<file path="src/rtl/camera_pkg.sv">
// camera_pkg
//   Shared definitions for the frame capture path: the capture FSM state
//   encoding, the default parameter set of the sequencer, and a helper that
//   sizes the shared phase down-counter.
//   Also imported by the pixel-electronics models, so the state names and
//   defaults must stay stable.
package camera_pkg;

  typedef enum logic [2:0] {
    IDLE   = 3'd0,
    ERASE  = 3'd1,
    EXPOSE = 3'd2,
    CONV1  = 3'd3,
    OUT1   = 3'd4,
    CONV2  = 3'd5,
    OUT2   = 3'd6
  } state_t;

  localparam int DEF_DATA_W    = 8;
  localparam int DEF_EXP_W     = 5;
  localparam int DEF_EXP_MIN   = 2;
  localparam int DEF_EXP_MAX   = 30;
  localparam int DEF_EXP_INIT  = 16;
  localparam int DEF_ERASE_CYC = 4;
  localparam int DEF_ADC_CYC   = 8;

  // One counter serves erase, exposure and conversion, so it must be wide
  // enough for the largest of the three reload values.
  function automatic int cnt_width(input int exp_w, input int erase_cyc,
                                   input int adc_cyc);
    int w;
    w = exp_w;
    if ($clog2(erase_cyc) > w) w = $clog2(erase_cyc);
    if ($clog2(adc_cyc) > w) w = $clog2(adc_cyc);
    return w;
  endfunction

endpackage

</file>
<file path="src/rtl/exposure_reg.sv">
// exposure_reg
//   Button edge detection plus the saturating exposure-time register.
//   Edges are only applied while i_en is high (sequencer idle); edges seen
//   while disabled are dropped, but the history registers keep tracking the
//   inputs so a button held through a frame does not fire afterwards.
// Ports
//   i_clk       system clock
//   i_rst       asynchronous active-high reset
//   i_inc       exposure increase button level
//   i_dec       exposure decrease button level
//   i_en        apply detected edges
//   o_exp_time  current exposure setting, cycles
module exposure_reg
  import camera_pkg::*;
#(
  parameter int EXP_W    = DEF_EXP_W,
  parameter int EXP_MIN  = DEF_EXP_MIN,
  parameter int EXP_MAX  = DEF_EXP_MAX,
  parameter int EXP_INIT = DEF_EXP_INIT
) (
  input  logic             i_clk,
  input  logic             i_rst,
  input  logic             i_inc,
  input  logic             i_dec,
  input  logic             i_en,
  output logic [EXP_W-1:0] o_exp_time
);

  logic             r_inc_q;
  logic             r_dec_q;
  logic [EXP_W-1:0] r_exp;
  logic             w_inc_edge;
  logic             w_dec_edge;

  // Simultaneous up and down cancel; each direction clamps at its limit.
  function automatic logic [EXP_W-1:0] sat_step(input logic [EXP_W-1:0] v,
                                                input logic up,
                                                input logic dn);
    logic [EXP_W-1:0] nv;
    nv = v;
    if (up && !dn && (v < EXP_W'(EXP_MAX)))
      nv = v + EXP_W'(1);
    else if (dn && !up && (v > EXP_W'(EXP_MIN)))
      nv = v - EXP_W'(1);
    return nv;
  endfunction

  assign w_inc_edge = i_inc & ~r_inc_q;
  assign w_dec_edge = i_dec & ~r_dec_q;

  always_ff @(posedge i_clk or posedge i_rst) begin
    if (i_rst) begin
      r_inc_q <= 1'b0;
      r_dec_q <= 1'b0;
      r_exp   <= EXP_W'(EXP_INIT);
    end else begin
      r_inc_q <= i_inc;
      r_dec_q <= i_dec;
      if (i_en)
        r_exp <= sat_step(r_exp, w_inc_edge, w_dec_edge);
    end
  end

  assign o_exp_time = r_exp;

endmodule

</file>
<file path="src/rtl/frame_capture_sequencer.sv">
// frame_capture_sequencer
//   Runs one capture of the 2x2 pixel array per Init edge: erase, exposure
//   of the latched length, then for each row a conversion window followed by
//   streaming that row's two samples over a valid/ready interface.
// Ports
//   Clk, Reset            clock, asynchronous active-high reset
//   Exp_increase/decrease button levels, rising edge adjusts exposure (idle only)
//   Init                  rising edge starts a capture (idle only)
//   ADC_1_in, ADC_2_in    column samples of the enabled row
//   NRE_1, NRE_2          row read enables, active-low
//   ADC, Expose, Erase    pixel-electronics control strobes
//   Pix_data/valid/ready  sample stream to the frame consumer
//   Busy                  high outside IDLE
//   Exp_time              current exposure setting
//   Frame_count           completed frames, wrapping
module frame_capture_sequencer
  import camera_pkg::*;
#(
  parameter int DATA_W    = DEF_DATA_W,
  parameter int EXP_W     = DEF_EXP_W,
  parameter int EXP_MIN   = DEF_EXP_MIN,
  parameter int EXP_MAX   = DEF_EXP_MAX,
  parameter int EXP_INIT  = DEF_EXP_INIT,
  parameter int ERASE_CYC = DEF_ERASE_CYC,
  parameter int ADC_CYC   = DEF_ADC_CYC
) (
  input  logic              Clk,
  input  logic              Reset,
  input  logic              Exp_increase,
  input  logic              Exp_decrease,
  input  logic              Init,
  input  logic [DATA_W-1:0] ADC_1_in,
  input  logic [DATA_W-1:0] ADC_2_in,
  output logic              NRE_1,
  output logic              NRE_2,
  output logic              ADC,
  output logic              Expose,
  output logic              Erase,
  output logic [DATA_W-1:0] Pix_data,
  output logic              Pix_valid,
  input  logic              Pix_ready,
  output logic              Busy,
  output logic [EXP_W-1:0]  Exp_time,
  output logic [7:0]        Frame_count
);

  localparam int CNT_W = cnt_width(EXP_W, ERASE_CYC, ADC_CYC);

  state_t            r_state;
  logic [CNT_W-1:0]  r_cnt;
  logic [EXP_W-1:0]  r_exp_lat;
  logic              r_init_q;
  logic              r_word;
  logic              r_nre1;
  logic              r_nre2;
  logic              r_adc;
  logic              r_expose;
  logic              r_erase;
  logic              r_pix_valid;
  logic [DATA_W-1:0] r_pix_data;
  logic [DATA_W-1:0] r_buf1;
  logic [7:0]        r_frame_cnt;

  logic              w_init_edge;
  logic              w_cnt_done;
  logic              w_hs;
  logic              w_idle;
  logic              w_capture;
  logic [EXP_W-1:0]  w_exp_time;

  assign w_idle      = (r_state == IDLE);
  assign w_init_edge = Init & ~r_init_q;
  assign w_cnt_done  = (r_cnt == '0);
  assign w_hs        = r_pix_valid & Pix_ready;
  assign w_capture   = ((r_state == CONV1) || (r_state == CONV2)) && w_cnt_done;

  exposure_reg #(
    .EXP_W    (EXP_W),
    .EXP_MIN  (EXP_MIN),
    .EXP_MAX  (EXP_MAX),
    .EXP_INIT (EXP_INIT)
  ) u_exposure_reg (
    .i_clk      (Clk),
    .i_rst      (Reset),
    .i_inc      (Exp_increase),
    .i_dec      (Exp_decrease),
    .i_en       (w_idle),
    .o_exp_time (w_exp_time)
  );

  // Sample buffer: entry 0 of the row is loaded straight into the output
  // register at capture, so only entry 1 needs separate storage.
  always_ff @(posedge Clk) begin
    if (w_capture)
      r_buf1 <= ADC_2_in;
  end

  // Each timed phase loads r_cnt with (length - 1) on entry and leaves on
  // the edge where it reads zero, giving exactly 'length' cycles.
  always_ff @(posedge Clk or posedge Reset) begin
    if (Reset) begin
      r_state     <= IDLE;
      r_cnt       <= '0;
      r_exp_lat   <= '0;
      r_init_q    <= 1'b0;
      r_word      <= 1'b0;
      r_nre1      <= 1'b1;
      r_nre2      <= 1'b1;
      r_adc       <= 1'b0;
      r_expose    <= 1'b0;
      r_erase     <= 1'b0;
      r_pix_valid <= 1'b0;
      r_pix_data  <= '0;
      r_frame_cnt <= '0;
    end else begin
      r_init_q <= Init;
      case (r_state)
        IDLE: begin
          if (w_init_edge) begin
            r_exp_lat <= w_exp_time;
            r_cnt     <= CNT_W'(ERASE_CYC - 1);
            r_erase   <= 1'b1;
            r_state   <= ERASE;
          end
        end
        ERASE: begin
          if (w_cnt_done) begin
            r_erase  <= 1'b0;
            r_expose <= 1'b1;
            r_cnt    <= CNT_W'(r_exp_lat) - CNT_W'(1);
            r_state  <= EXPOSE;
          end else begin
            r_cnt <= r_cnt - CNT_W'(1);
          end
        end
        EXPOSE: begin
          if (w_cnt_done) begin
            r_expose <= 1'b0;
            r_nre1   <= 1'b0;
            r_adc    <= 1'b1;
            r_cnt    <= CNT_W'(ADC_CYC - 1);
            r_state  <= CONV1;
          end else begin
            r_cnt <= r_cnt - CNT_W'(1);
          end
        end
        CONV1, CONV2: begin
          if (w_cnt_done) begin
            r_nre1      <= 1'b1;
            r_nre2      <= 1'b1;
            r_adc       <= 1'b0;
            r_pix_data  <= ADC_1_in;
            r_pix_valid <= 1'b1;
            r_word      <= 1'b0;
            r_state     <= (r_state == CONV1) ? OUT1 : OUT2;
          end else begin
            r_cnt <= r_cnt - CNT_W'(1);
          end
        end
        OUT1, OUT2: begin
          if (w_hs) begin
            if (!r_word) begin
              r_pix_data <= r_buf1;
              r_word     <= 1'b1;
            end else begin
              r_pix_valid <= 1'b0;
              r_word      <= 1'b0;
              if (r_state == OUT1) begin
                r_nre2  <= 1'b0;
                r_adc   <= 1'b1;
                r_cnt   <= CNT_W'(ADC_CYC - 1);
                r_state <= CONV2;
              end else begin
                r_frame_cnt <= r_frame_cnt + 8'd1;
                r_state     <= IDLE;
              end
            end
          end
        end
        default: r_state <= IDLE;
      endcase
    end
  end

  assign NRE_1       = r_nre1;
  assign NRE_2       = r_nre2;
  assign ADC         = r_adc;
  assign Expose      = r_expose;
  assign Erase       = r_erase;
  assign Pix_data    = r_pix_data;
  assign Pix_valid   = r_pix_valid;
  assign Busy        = ~w_idle;
  assign Exp_time    = w_exp_time;
  assign Frame_count = r_frame_cnt;

endmodule

</file>
<file path="config.mk">
export PLATFORM = sky130hd
export DESIGN_NAME = frame_capture_sequencer
export DESIGN_NICKNAME = d
export VERILOG_FILES = /design/src/rtl/camera_pkg.sv /design/src/rtl/exposure_reg.sv /design/src/rtl/frame_capture_sequencer.sv
export SDC_FILE = /design/constraint.sdc
export NUM_CORES = 1
export LEC_CHECK = 0
export CAP_MARGIN = 20
export CORE_MARGIN = 2
export CORE_UTILIZATION = 49
export CTS_CLUSTER_DIAMETER = 60
export DETAILED_ROUTE_END_ITERATION = 16
export PLACE_DENSITY = 0.76
export SLEW_MARGIN = 20
export SYNTH_ARGS = -nofsm -noshare
export SYNTH_HDL_FRONTEND = slang
export SYNTH_SLANG_ARGS = --single-unit
</file>
<file path="constraint.sdc">
create_clock -name Clk -period 2.2 [get_ports Clk]
set_input_delay 0.33 -clock Clk [delete_from_list [all_inputs] [get_ports Clk]]
set_output_delay 0.33 -clock Clk [all_outputs]
set_load 0.05 [all_outputs]
</file>
# == Yosys cells after proc, flatten, opt, wreduce, memory -nomap -nowiden ==
# Index checks and enable logic that the tools add are counted.
# totals
in_bits,22
ff_bits,52
wordCells,123
# classes
bitwise_logic,9
n_reduce_logical,32
magnitude_cmp,2
eq_ne,15
n_addsub,5
mux,43
# op_table
cell,n
2-to-1 mux 5 bit,9
case mux 5 bit (5 select lines),1
2-to-1 mux 8 bit,3
2-to-1 mux 3 bit,7
"!= test 2 bit, second input constant",9
AND reduction 6 bit,3
case mux 8 bit (2 select lines),1
case mux 3 bit (5 select lines),1
"subtractor 5 x 1 -> 5 bit, second input constant",3
2-to-1 mux 1 bit,13
case mux 1 bit (2 select lines),6
AND reduction 3 bit,4
AND reduction 4 bit,3
nonzero test 2 bit,5
"equality test 3 bit, second input constant",3
"adder 8 x 1 -> 8 bit, second input constant",1
"equality test 3 x 2 -> 1 bit, second input constant",2
"adder 5 x 1 -> 5 bit, second input constant",1
"greater-than comparator 5 x 2 -> 1 bit, second input constant",1
logical AND 1 bit,5
zero test 5 bit,1
"less-than comparator 5 bit, second input constant",1
NOT 1 bit,5
AND reduction 5 bit,1
other kinds (11),17

# == Depth between registers and ports, before layout ==
# logic_depth
word_depth,7
mapped_depth,9

# == Hierarchy ==
# From an unflattened synthesis, not the netlist that was laid out.
# unflattened
hier_cells,241
hier_area_um2,2598.7
# modules_own_cells
mod,instances,area_per_inst_um2,seq_area_each_um2,cells_each
frame_capture_sequencer,1,2194.6,1168.6,206
exposure_reg,1,404.1,176.4,35

# == Least setup slack after synthesis ==
# OpenSTA, ideal clock, no wires.
# synth_path
path_type,reg2reg
start,reg u_exposure_reg.r_exp[3] (netlist: u_exposure_reg.o_exp_time[3])
end,reg u_exposure_reg.r_exp[4] (netlist: u_exposure_reg.o_exp_time[4])
arrival_ns,2.123
required_time_ns,2.109
path_slack_ns,-0.013
stages_incl_launch_ff,10
n_path_buf,0
path_cell_list,dfrtp_1 > nand4_1 > and3_1 > inv_1 > fa_1 > a21o_1 > a21oi_1 > xnor2_1 > nor2_1 > xor2_1
# synth_via
elab_chain_cells,4
elab_cells_between_ends,10
classes_between,add/sub: 2; order compare: 2; mux: 2; reduce/logical: 4
# synth_lines
item,line,text
start: declaration,exposure_reg.sv:31,logic [EXP_W-1:0] r_exp;
start signal: assignment,exposure_reg.sv:55,r_exp <= EXP_W'(EXP_INIT);
start signal: assignment,exposure_reg.sv:60,"r_exp <= sat_step(r_exp, w_inc_edge, w_dec_edge);"
greater-than comparator 5 x 2 -> 1 bit or less-than comparator 5 bit (tied branches),"exposure_reg.sv:43, exposure_reg.sv:41",
logical AND 1 bit (on tied branches),"exposure_reg.sv:43, exposure_reg.sv:41",
nonzero test 2 bit (no source line),-,
AND reduction 2 bit (no source line),-,
# Several ways; a longest one is shown, not always the timed one. The select of a mux whose other input is x is not followed.
# A chain may end at the register's enable or synchronous reset.

# == Worst setup path in the final report ==
# layout_path
start,in Exp_increase
end,reg u_exposure_reg.r_exp[4] (netlist: u_exposure_reg.o_exp_time[4])
# layout_via
elab_chain_cells,6
elab_cells_between_ends,9
classes_between,mux: 1; bitwise: 1; reduce/logical: 7
# layout_lines
item,line,text
start: declaration,frame_capture_sequencer.sv:29,"input logic Exp_increase,"
bitwise AND 1 bit *,exposure_reg.sv:48,assign w_inc_edge = i_inc & ~r_inc_q;
zero test 1 bit,exposure_reg.sv:43,else if (dn && !up && (v > EXP_W'(EXP_MIN)))
logical AND 1 bit (2 in series),exposure_reg.sv:43,
nonzero test 2 bit (no source line),-,
AND reduction 2 bit (no source line),-,
# Every way passes the cells marked *; elsewhere a longest branch is shown, timed or not.

==> out/metrics.csv <==
stage;metric;value;unit
routing;detailroute.via_count;2047;
worst_setup_path;crit_arrival;2.29;ns
routing;drc_errors;0;
routing;route.final.wire_length;5419;um
outcome;outcome;finished, final reports clean;
power;p_seq_share;35.4;%
layout;final_cell_area;3396;um2
layout;diodes;0;
routing;antenna_violating_nets_post_route;0;
clock_network;clock_insertion_delay_worst_skew;0.31;ns
synth;synth_sequential_area_ratio;51.00;%
synth;synth.cell_area;2638;um2
synth;synth_edf_count;8;
clock_network;cts_buffer_depth;2;
synth;synth_area_leader_cell;sky130_fd_sc_hd__dfrtp_1;
clock_network;cts.reportedPaths.clkPinSlew;0.09;ns
worst_setup_path;critical_path.cell_chain;clkdlybuf4s50_1 -> nor2b_1 -> and3_1 -> inv_1 -> fa_1 -> a21o_1 -> a21oi_1 -> xnor2_1 -> nor2_1 -> xor2_1;
clock_network;cts_hold_buffers;0;
floorplan;start_util;51.31;%
synth;syn-instance-count;243;
timing;finalHoldWorstSlack;0.4679;ns
floorplan;die_width;77.37;um
clock_network;cts.sink_count;52;
grt;first_global_vias;1978;
timing;grt_setup_unrepaired;no;
clock_network;tritoncts.num_buffers;5;
synth;synth_most_common_cell;sky130_fd_sc_hd__dfrtp_1;
clock_network;cts_tree;built;
synth;synth_commonest_cells;41 x sky130_fd_sc_hd__dfrtp_1, 36 x sky130_fd_sc_hd__nand2_1, 17 x sky130_fd_sc_hd__nor2_1;
layout;synthToLayoutAreaGrowth;28.75;%
timing;post-route-min-period;2.053;ns
floorplan;num_rows;26;
power;power.clock.fraction;14.2;%
placed_design;count_of_input_and_output_buffers;49;
worst_setup_path;worst_setup_path_startpoint;Exp_increase;
floorplan;fp.dieH;77.37;um
layout;finalNonFillerCells;377;
synth;ys_seq_elements;52;
clock_network;root_buffer;sky130_fd_sc_hd__clkbuf_8;
layout;number_of_inserted_filler_cells_in_the_final_layout;424;
worst_setup_path;cp_slowest_cell;sky130_fd_sc_hd__clkdlybuf4s50_1;
clock_network;ctsResizeCount;0;
worst_setup_path;worstPathRequired;2.44;ns
routing;drtIter0Drc;72;
min_path;min_from;NRE_1;
grt;grt-ovfl-total;0;
power;internal_power;2.605;mW
clock_network;post-cts-setup-buffer-count;0;
placed_design;place.detailed.instances;369;
synth;synth_area_per_inst;10.85;um2
worst_setup_path;setup.worst_path.end_class;flop;
worst_setup_path;worstSetupStartpointType;input pin;
timing;slew_headroom;63.53;%
power;power-per-cell-area;1355;nW/um2
synth;yosysUniqueCellTypes;59;
clock_network;htreeDepth;2;
layout;final_net_count;336;
synth;yosys_warnings;0;
floorplan;placeableCoreArea;5140;um2
grt;grt_use_total;19.50;%
worst_setup_path;crit_path_max_incr_delay;0.46;ns
floorplan;floorplan.die_area;5985;um2
routing;post_drt_via_cell_ratio;5.430;
placed_design;dp_hpwl;3997;um
timing;hold_violation_total_from_the_final_report;0;
timing;fraction_of_the_cycle_the_final_worst_path_needs;93.33;%
power;power.share.combinational;50.4;%
power;power.switching_fraction;43.36;%
grt;number_of_antenna_violations_at_the_first_check_in_global_routing;0;
layout;multi_input_comb_area;1192;um2
synth;synthesis.nets;273;
flow_run;drv.max_cap_violation_count;0;
worst_setup_path;critical_path.reg2reg.startpoint;u_exposure_reg.o_exp_time[4];
routing;drt_pass1_iterations;4;
worst_setup_path;worstSetupPathType;in2reg;
timing;worst_pin_slew;0.5470;ns
timing;clock-skew-final;0.005838;ns
worst_setup_path;crit_family;buffers and inverters;
synth;post_synth_main_area_contributors;sky130_fd_sc_hd__dfrtp_1 39%, sky130_fd_sc_hd__edfxtp_1 9.1%, sky130_fd_sc_hd__nand2_1 5.1%;
floorplan;ioPinCount;50;
worst_setup_path;crit_fanout;3;
layout;final_layout_size_suffix_gt1_share;16.94;%
layout;final-seq-area;1348;um2
timing;slew_violations;0;
timing;setup_viol;0;
synth;synth_ff_type;sky130_fd_sc_hd__dfrtp_1;
power;finalPower;4.600;mW
grt;grt_first_pass_wirelength;9384;um
placed_design;dpl-instance-area;3284;um2
power;total_leakage_power;1.451;nW
power;ir_worst_vdd;0.0007340;V
synth;async_flop_share;84.62;%
grt;grt_max_degree;45;
min_path;min-delay-path-class;reg2reg;
worst_setup_path;crit_buf_inv;2;
power;switchingPower;1.994;mW
synth;yosys_top_cell_area_share;38.90;%
timing;fmax;487.0;MHz
placed_design;gp_routability_congestion;0.8691;
routing;wl_per_cell;14.37;um
-- worst min-delay path, delay by kind of cell (launching register included) --
| kind | cells | cell delay, ns |
|---|---|---|
| flip-flops | 1 | 0.38 |
| AND/OR/NAND/NOR | 2 | 0.09 |
-- sequential cells by signal, indices dropped and copies added, names as in the netlist --
register                   cells
r_init_q                       1
NRE_2                          1
r_cnt                          5
r_buf1                         8
u_exposure_reg.r_dec_q         1
r_word                         1
u_exposure_reg.r_inc_q         1
Erase                          1
Pix_valid                      1
r_exp_lat                      5
NRE_1                          1
Frame_count                    8
ADC                            1
r_state                        3
Pix_data                       8
u_exposure_reg.o_exp_time      5
Expose                         1
-- cell type report --
type                    count  area share, %
inverters                  11          1.216
clock buffers               5          2.027
well taps                  70          2.579
multi-input cells         170          35.11
flip-flops and latches     52          39.68
clock inverters             3          1.253
repair buffers             66          18.13
-- metal layers --
layer | track usage [%] | vias up | part of all wire (%)
li1 | - | 980 | -
met1 | 25.40 | 1004 | 44
met5 | 0 | - | 0
met2 | 32.78 | 57 | 50
met4 | 5.357 | 0 | 1.0
met3 | 4.535 | 6 | 5.1
-- path summary, 6_finish.rpt --
path | slack [ns] | cells after the start | to
worst max-delay path | 0.15 | 10 | u_exposure_reg.o_exp_time[4]
max in group asynchronous | 1.32 | 3 | u_exposure_reg.o_exp_time[3]
worst max register to register | 0.16 | 9 | u_exposure_reg.o_exp_time[3]
min in group asynchronous | 0.48 | 3 | Pix_data[3]
worst min-delay path | 0.47 | 2 | NRE_1
worst min register to register | 0.47 | 2 | NRE_1
-- cell families after synthesis --
family | synth area share, %
buffers and inverters | 3.795
adders and majority gates | 4.080
xor gates and xnor gates | 5.313
and+or+nand+nor | 18.03
muxes | 3.747
DFF | 51.00
AOI/OAI and AO/OA | 14.04
-- placed cells by master, fill, tap and decap left out, drive strengths merged, types with 2 or more instances in the layout --
master	synthesis	final
clkinv	0	3
a22o	3	3
xnor2	9	9
o31ai	2	2
clkdlybuf4s50	0	48
clkbuf	3	5
buf	7	18
xor2	7	7
a31oi	9	9
nor3	7	7
o21ai	17	17
mux2	7	7
ha	7	7
inv	11	10
edfxtp	8	8
dfrtp	41	41
and3	2	2
nand3	4	4
mux2i	2	2
a21oi	5	5
dfstp	3	3
nand2b	5	5
nor2	18	18
nand2	36	36
nor2b	5	5
nand4	3	3
a21o	2	2
-- power groups by stage --
stage	clock, mW	combinational [mW]	sequential, mW
finish	0.653	2.32	1.63
global route	0.716	2.50	1.68
CTS	0.668	2.34	1.62
detailed placement	0	2.33	1.64
global placement	0	2.28	1.63
floorplan	0	1.16	2.09
-- stage by stage --
stage | utilization (%) | worst slack, ns | setup TNS (ns)
floorplan | - | 0.001031 | 0
global route | 66.07 | 0.02514 | 0
finish | 66.07 | 0.1466 | 0
detailed placement | 63.90 | -0.1739 | -0.3070
CTS | 66.07 | 0.1372 | 0
global placement | 63.90 | -0.1336 | -0.2092
Power figures use the tool's default switching activity.
